**src/rtl/dot_matrix_frame_ctrl.sv**
```systemverilog
`default_nettype none
// ============================================================================
// Module   : dot_matrix_frame_ctrl
// Brief    : Double-buffered 8x8 LED matrix scanner with tear-free bank swap.
// Revision : 1.0 - initial release
// ============================================================================
module dot_matrix_frame_ctrl #(
    parameter int DWELL = 4,
    parameter int DEAD  = 1
) (
    input  logic       clock,
    input  logic       reset,
    input  logic       wr_en,
    input  logic [2:0] wr_row,
    input  logic [7:0] wr_data,
    input  logic       swap_req,
    input  logic       blank,
    output logic       swap_ack,
    output logic       frame_done,
    output logic [7:0] dot_row,
    output logic [7:0] dot_col
);

    localparam int                 c_CNT_W = (DWELL > 1) ? $clog2(DWELL) : 1;
    localparam logic [c_CNT_W-1:0] c_LAST  = c_CNT_W'(DWELL - 1);

    logic [2:0]         r_row_idx;
    logic [c_CNT_W-1:0] r_dwell_cnt;
    logic               r_bank_sel;
    logic               r_swap_pending;
    logic [7:0]         r_bank0 [8];
    logic [7:0]         r_bank1 [8];

    logic       w_frame_end;
    logic       w_do_swap;
    logic       w_in_dead;
    logic [7:0] w_front_row;
    logic [7:0] w_row_sel;

    always_comb begin
        w_frame_end = (r_row_idx == 3'd7) && (r_dwell_cnt == c_LAST);
        w_do_swap   = w_frame_end && (r_swap_pending || swap_req);
        w_in_dead   = int'(r_dwell_cnt) < DEAD;
        w_front_row = r_bank_sel ? r_bank1[r_row_idx] : r_bank0[r_row_idx];
        w_row_sel   = ~(8'h80 >> r_row_idx);
    end

    // Scan counters, bank select and swap handshake
    always_ff @(posedge clock) begin
        if (!reset) begin
            r_row_idx      <= 3'd0;
            r_dwell_cnt    <= '0;
            r_bank_sel     <= 1'b0;
            r_swap_pending <= 1'b0;
            swap_ack       <= 1'b0;
            frame_done     <= 1'b0;
        end else begin
            if (r_dwell_cnt == c_LAST) begin
                r_dwell_cnt <= '0;
                r_row_idx   <= r_row_idx + 3'd1;
            end else begin
                r_dwell_cnt <= r_dwell_cnt + 1'b1;
            end
            if (w_do_swap) begin
                r_bank_sel     <= ~r_bank_sel;
                r_swap_pending <= 1'b0;
            end else if (swap_req) begin
                r_swap_pending <= 1'b1;
            end
            swap_ack   <= w_do_swap;
            frame_done <= w_frame_end;
        end
    end

    // Writes always land in the current back bank, even on the swap edge,
    // so that data becomes front content for the very next frame.
    always_ff @(posedge clock) begin
        if (!reset) begin
            for (int i = 0; i < 8; i++) begin
                r_bank0[i] <= 8'h00;
                r_bank1[i] <= 8'h00;
            end
        end else if (wr_en) begin
            if (r_bank_sel) begin
                r_bank0[wr_row] <= wr_data;
            end else begin
                r_bank1[wr_row] <= wr_data;
            end
        end
    end

    always_ff @(posedge clock) begin
        if (!reset || blank) begin
            dot_row <= 8'hFF;
            dot_col <= 8'h00;
        end else begin
            dot_row <= w_row_sel;
            dot_col <= w_in_dead ? 8'h00 : w_front_row;
        end
    end

endmodule
`default_nettype wire
```
**config.mk**
```make
export PLATFORM = sky130hd
export DESIGN_NAME = dot_matrix_frame_ctrl
export DESIGN_NICKNAME = d
export VERILOG_FILES = /design/src/rtl/dot_matrix_frame_ctrl.sv
export SDC_FILE = /design/constraint.sdc
export NUM_CORES = 1
export LEC_CHECK = 0
export ABC_AREA = 0
export CAP_MARGIN = 30
export CORE_UTILIZATION = 65
export DETAILED_ROUTE_END_ITERATION = 8
export DONT_BUFFER_PORTS = 1
export PLACE_DENSITY = 0.9
export SYNTH_ARGS = -nofsm -noshare
export SYNTH_HDL_FRONTEND = slang
export SYNTH_SLANG_ARGS = --single-unit
```
**constraint.sdc**
```tcl
create_clock -name clock -period 3.25 [get_ports clock]
set_input_delay 0.4875 -clock clock [delete_from_list [all_inputs] [get_ports clock]]
set_output_delay 0.4875 -clock clock [all_outputs]
set_load 0.005 [all_outputs]
```
# [Word level (Yosys, flattened, before mapping)]
# Memories as Yosys holds them, arrays and structs flattened. A register that Yosys moved wholly into a read port is not among the register bits.
# Cells that the tools add are included.
[word_totals] mem_count=2 output_inout_bits=18 ram_bits=128 regBits=25
[op_classes] n_bitwise=3 n_reduce_logical=10 addsub=2 mux=20 order_cmp=1 n_eq_ne=2 n_shift=1
[mem_list] name="r_bank0" depth=8 word_bits=8 rd=1 rd_ports_with_merged_regs=1 write_ports=8 line_no="31" rtl="logic [7:0] r_bank0 [8];"
[mem_list] name="r_bank1" depth=8 word_bits=8 rd=1 rd_ports_with_merged_regs=1 write_ports=8 line_no="32" rtl="logic [7:0] r_bank1 [8];"
[ops] operator="$mux W8" count=3
[ops] operator="$mux W3" count=6
[ops] operator="$reduce_or A8 Y1" count=2
[ops] operator="$mux W1" count=11
[ops] operator="$not A8 Y8" count=1
[ops] operator="$shr A8 B3 Y8 const A" count=1
[ops] operator="$reduce_or A2 Y1" count=3
[ops] operator="$add A3 B1 Y3 const B" count=1
[ops] operator="$eq A3 B3 Y1 const B" count=1
[ops] operator="$add A2 B1 Y2 const B" count=1
[ops] operator="$eq A2 B2 Y1 const B" count=1
[ops] operator="$logic_and A1 B1 Y1" count=2
[ops] operator="$logic_or A1 B1 Y1" count=2
[ops] operator="$lt A2 B1 Y1 const B" count=1
[ops] operator="$not A1 Y1" count=2
[ops] operator="$logic_not A1 Y1" count=1

# [Logic depth before layout (Yosys ltp)]
[depth] word_depth=6 depth_mapped=6 depth_no_buf=5

# [Least setup slack after synthesis]
# No wires, ideal clock.
[synth_path] path_kind="input port to flip-flop" from="input wr_row[1]" to="memory r_bank1[0][0], enable pin" arrival_ns=1.526 path_stages=4 required_time_ns=2.916 n_path_buf=1 setup_slack_ns=1.389 path_cell_list="or3_1 -> clkbuf_1 -> nor3_2 -> nand2b_1"
[synth_lines] item="start: declaration" line_no="14" rtl="input logic [2:0] wr_row,"
[synth_lines] item="end: declaration" line_no="32"

==> metrics.md <==
| Metric | Value |
|---|---|
| Status | finished, final reports clean |
| DRT iter0 DRCs | 407 |
| # IOs | 34 |
| Diode count | 0 |
| First-pass GRT wire length | 23.2 mm |
| Worst flop-to-flop path endpoint | r_bank1[0][5] |
| Hold Path Origin | reset |
| Power Total | 0.00429 W |
| Mapped Nets | 493 |
| Post-layout min period | 2.26 ns |
| Worst Reg-to-Reg Cells | 3 |
| DR pass1 iterations | 5 |
| Buf+Inv Stages, Crit Path | 0 |
| Met1 WL | 5.45 mm |
| Post-CTS Resized | 0 |
| Initial Util | 66.8% |
| Initial antenna violation count | 0 |
| Worst path max stage delay | 0.54 ns |
| Max Clock Freq | 442 MHz |
| Filler instances | 576 |
| Post-CTS Hold Fix Bufs | 0 |
| CTS Buf Count | 17 |
| CORE AREA | 10,300 um2 |
| Fin cells | 619 |
| Net count, final | 494 |
| Seq/Total Area, Yosys | 63.8% |
| Fin. Hold Viols | 0 |
| Syn Inst Count | 469 |
| Skew final | 0.00809 ns |
| Final core utilization | 73.1% |
| Clock Latency Late Sink | 0.53 ns |
| Clock transition at path regs | 0.06 ns |
| GRT Overall Usage | 29.6% |
| Highest metal used | met4 |
| Die X | 105 um |
| CP top delay family | simple AND/OR/NAND/NOR gates |
| Library cell with the largest summed area after synthesis | edfxtp_1 |
| H-tree depth | 4 |
| Area share of the leading cell type in the synthesized netlist | 55.7% |
| DRC viols | 0 |
| Std-Cell Rows | 37 |
| CTS tree | done |
| Ys Warns | 0 |
| Grt ovf | 0 |
| Crit-path slowest cell | or3_1 |
| Die area | 11,000 um2 |
| FF/Latch Area | 4410 um2 |
| Placed cells | 585 |
| Critical-path cell list | or3_1 > nor3_2 > nand2b_1 |
| Area growth syn-to-layout | 9.32% |
| Critical Path Fanout Max | 9 |
| EDFF count, synth | 128 |
| Routed vias | 4,045 |
| Most frequent cell after synthesis | and2_1 |
| CP startpoint kind | flip-flop |
| Share of layout cells above drive strength 1 | 14.3% |
| Crit path DAT | 2.42 ns |
| Synth Flop Type | edfxtp_1 |
| Met2 WL | 7.49 mm |
| Post-DP HPWL | 9.92 mm |
| Crit. End Element | flip-flop |
| Clock Path Buffers | 2 |
| Min-Delay Path Class | in -> reg |
| Post-DRT Antenna Nets | 0 |
| Hold slack | 0.0896 ns |
| Worst-Margin Slew | 1.01 ns |
| Total Routed Length | 15.2 mm |
| Buffers added on ports | 0 |
| Post-synth cell types | 41 |
| Final RePlAce weighted congestion | 0.824 |
| Synth area leaders | edfxtp_1 56%, and2_1 12%, dfxtp_1 8.1%, mux4_2 6.9%, mux4_1 3.4% |
| Hold Path Stages | 1 |
| RSZ-0062 raised after global routing | no |
| Average vias per placed instance | 6.53 |
| Max IR drop VDD | 0.470 mV |
| Final setup violation count | 0 |
| Met3 wire length | 1.91 mm |
| Synth top cells by count | 131 x and2_1, 128 x edfxtp_1, 28 x dfxtp_1, 21 x mux4_2, 19 x inv_1 |
| Root buffer cell | clkbuf_8 |
| Post-Syn Area | 6900 um2 |
| Sinks on Clock Net | 156 |
| Hold worst-path end | r_row_idx[0] |
| Worst r2r src | r_bank_sel |
| Largest net degree at the start of global routing | 32 |
| Routed WL per cell | 24.6 um |
| Static leakage | 2.80 nW |
| Die Ht | 105 um |
| Postcts setup bufs | 0 |
| Tcrit/Tclk final | 69.6% |
| Max-Cap Viols | 0 |
| Fraction of registers with async set/reset | 0% |
| Relative slew slack | 32.5% |
| Area of the multi-input gates | 2290 um2 |
| Setup TNS | 0 ns |
| Vias in the first global route | 4,054 |
| Pwr Density | 568 nW/um2 |
| #FFs+latches synth | 156 |
| Crit Path Class | reg -> reg |
| Syn Area/Cell | 14.7 um2 |
| Worst R2R Setup Slack | 0.99 ns |
| Data required, critical path | 3.41 ns |
| Slew Limit Fails | 0 |
[per-layer routing]
| layer | vias to the layer above | global-route usage (%) |
|---|---|---|
| met4 | 0 | 11.8 |
| met1 | 1984 | 38.6 |
| met3 | 36 | 7.99 |
| li1 | 1699 | - |
| met2 | 326 | 47.7 |
| met5 | - | 0 |
[cell type report]
| cell class | count | share of cell area (%) |
|---|---|---|
| Timing Repair Buffer | 6 | 0.862 |
| Sequential cell | 156 | 58.4 |
| Multi-Input combinational cell | 270 | 30.4 |
| Clock inverter | 7 | 0.481 |
| Tap cell | 136 | 2.26 |
| Clock buffer | 25 | 6.70 |
| Inverter | 19 | 0.945 |
[kinds of logic after synthesis]
logic type / Yosys count / share of synthesized area [%]
compound gates: 33 / 2.97
fa+ha+maj: 8 / 1.45
xor+xnor: 2 / 0.254
buf+inv: 43 / 2.99
simple gates: 185 / 16.3
mux: 42 / 12.2
flops: 156 / 63.8
[through the flow]
stage	worst slack [ns]	area (um2)
2_1_floorplan	1.39	6900
3_3_place_gp	1.04	6970
3_5_place_dp	0.950	6970
4_1_cts	0.965	7510
5_1_grt	0.869	7540
6_report	0.989	7540
[placed cells by master (no fill, tap or decap), drive strengths merged, types with 9 or more instances in the layout]
| master | instances |
|---|---|
| mux4 | 30 |
| o21ai | 14 |
| nand2 | 10 |
| and2 | 131 |
| edfxtp | 128 |
| inv | 20 |
| clkbuf | 25 |
| nor2 | 14 |
| nand2b | 9 |
| dfxtp | 28 |
[flip-flops by register name, summed over array words and instances (netlist names), 2 cells and up, named ones only]
register     flops
r_dwell_cnt      2
r_row_idx        3
dot_row          8
r_bank0         64
r_bank1         64
dot_col          8
[power by group]
group / switching [W] / internal (W)
clock network: 0.000732 / 0.00106
logic: 0.000114 / 0.0000921
registers: 0.0000397 / 0.00225
[worst max-delay path by stage]
stage,start,to,slack (ns),cells after the start
4_1_cts,flip-flop,dot_col[6],0.96,3
3_3_place_gp,wr_row[1],r_bank1[0][4],1.04,3
2_1_floorplan,wr_row[1],r_bank1[0][0],1.39,4
6_report,r_bank_sel,r_bank1[0][5],0.99,3
5_1_grt,r_bank_sel,r_bank1[0][7],0.87,3
3_5_place_dp,wr_row[1],r_bank1[0][4],0.95,3
(Power assumes the default switching activity.)
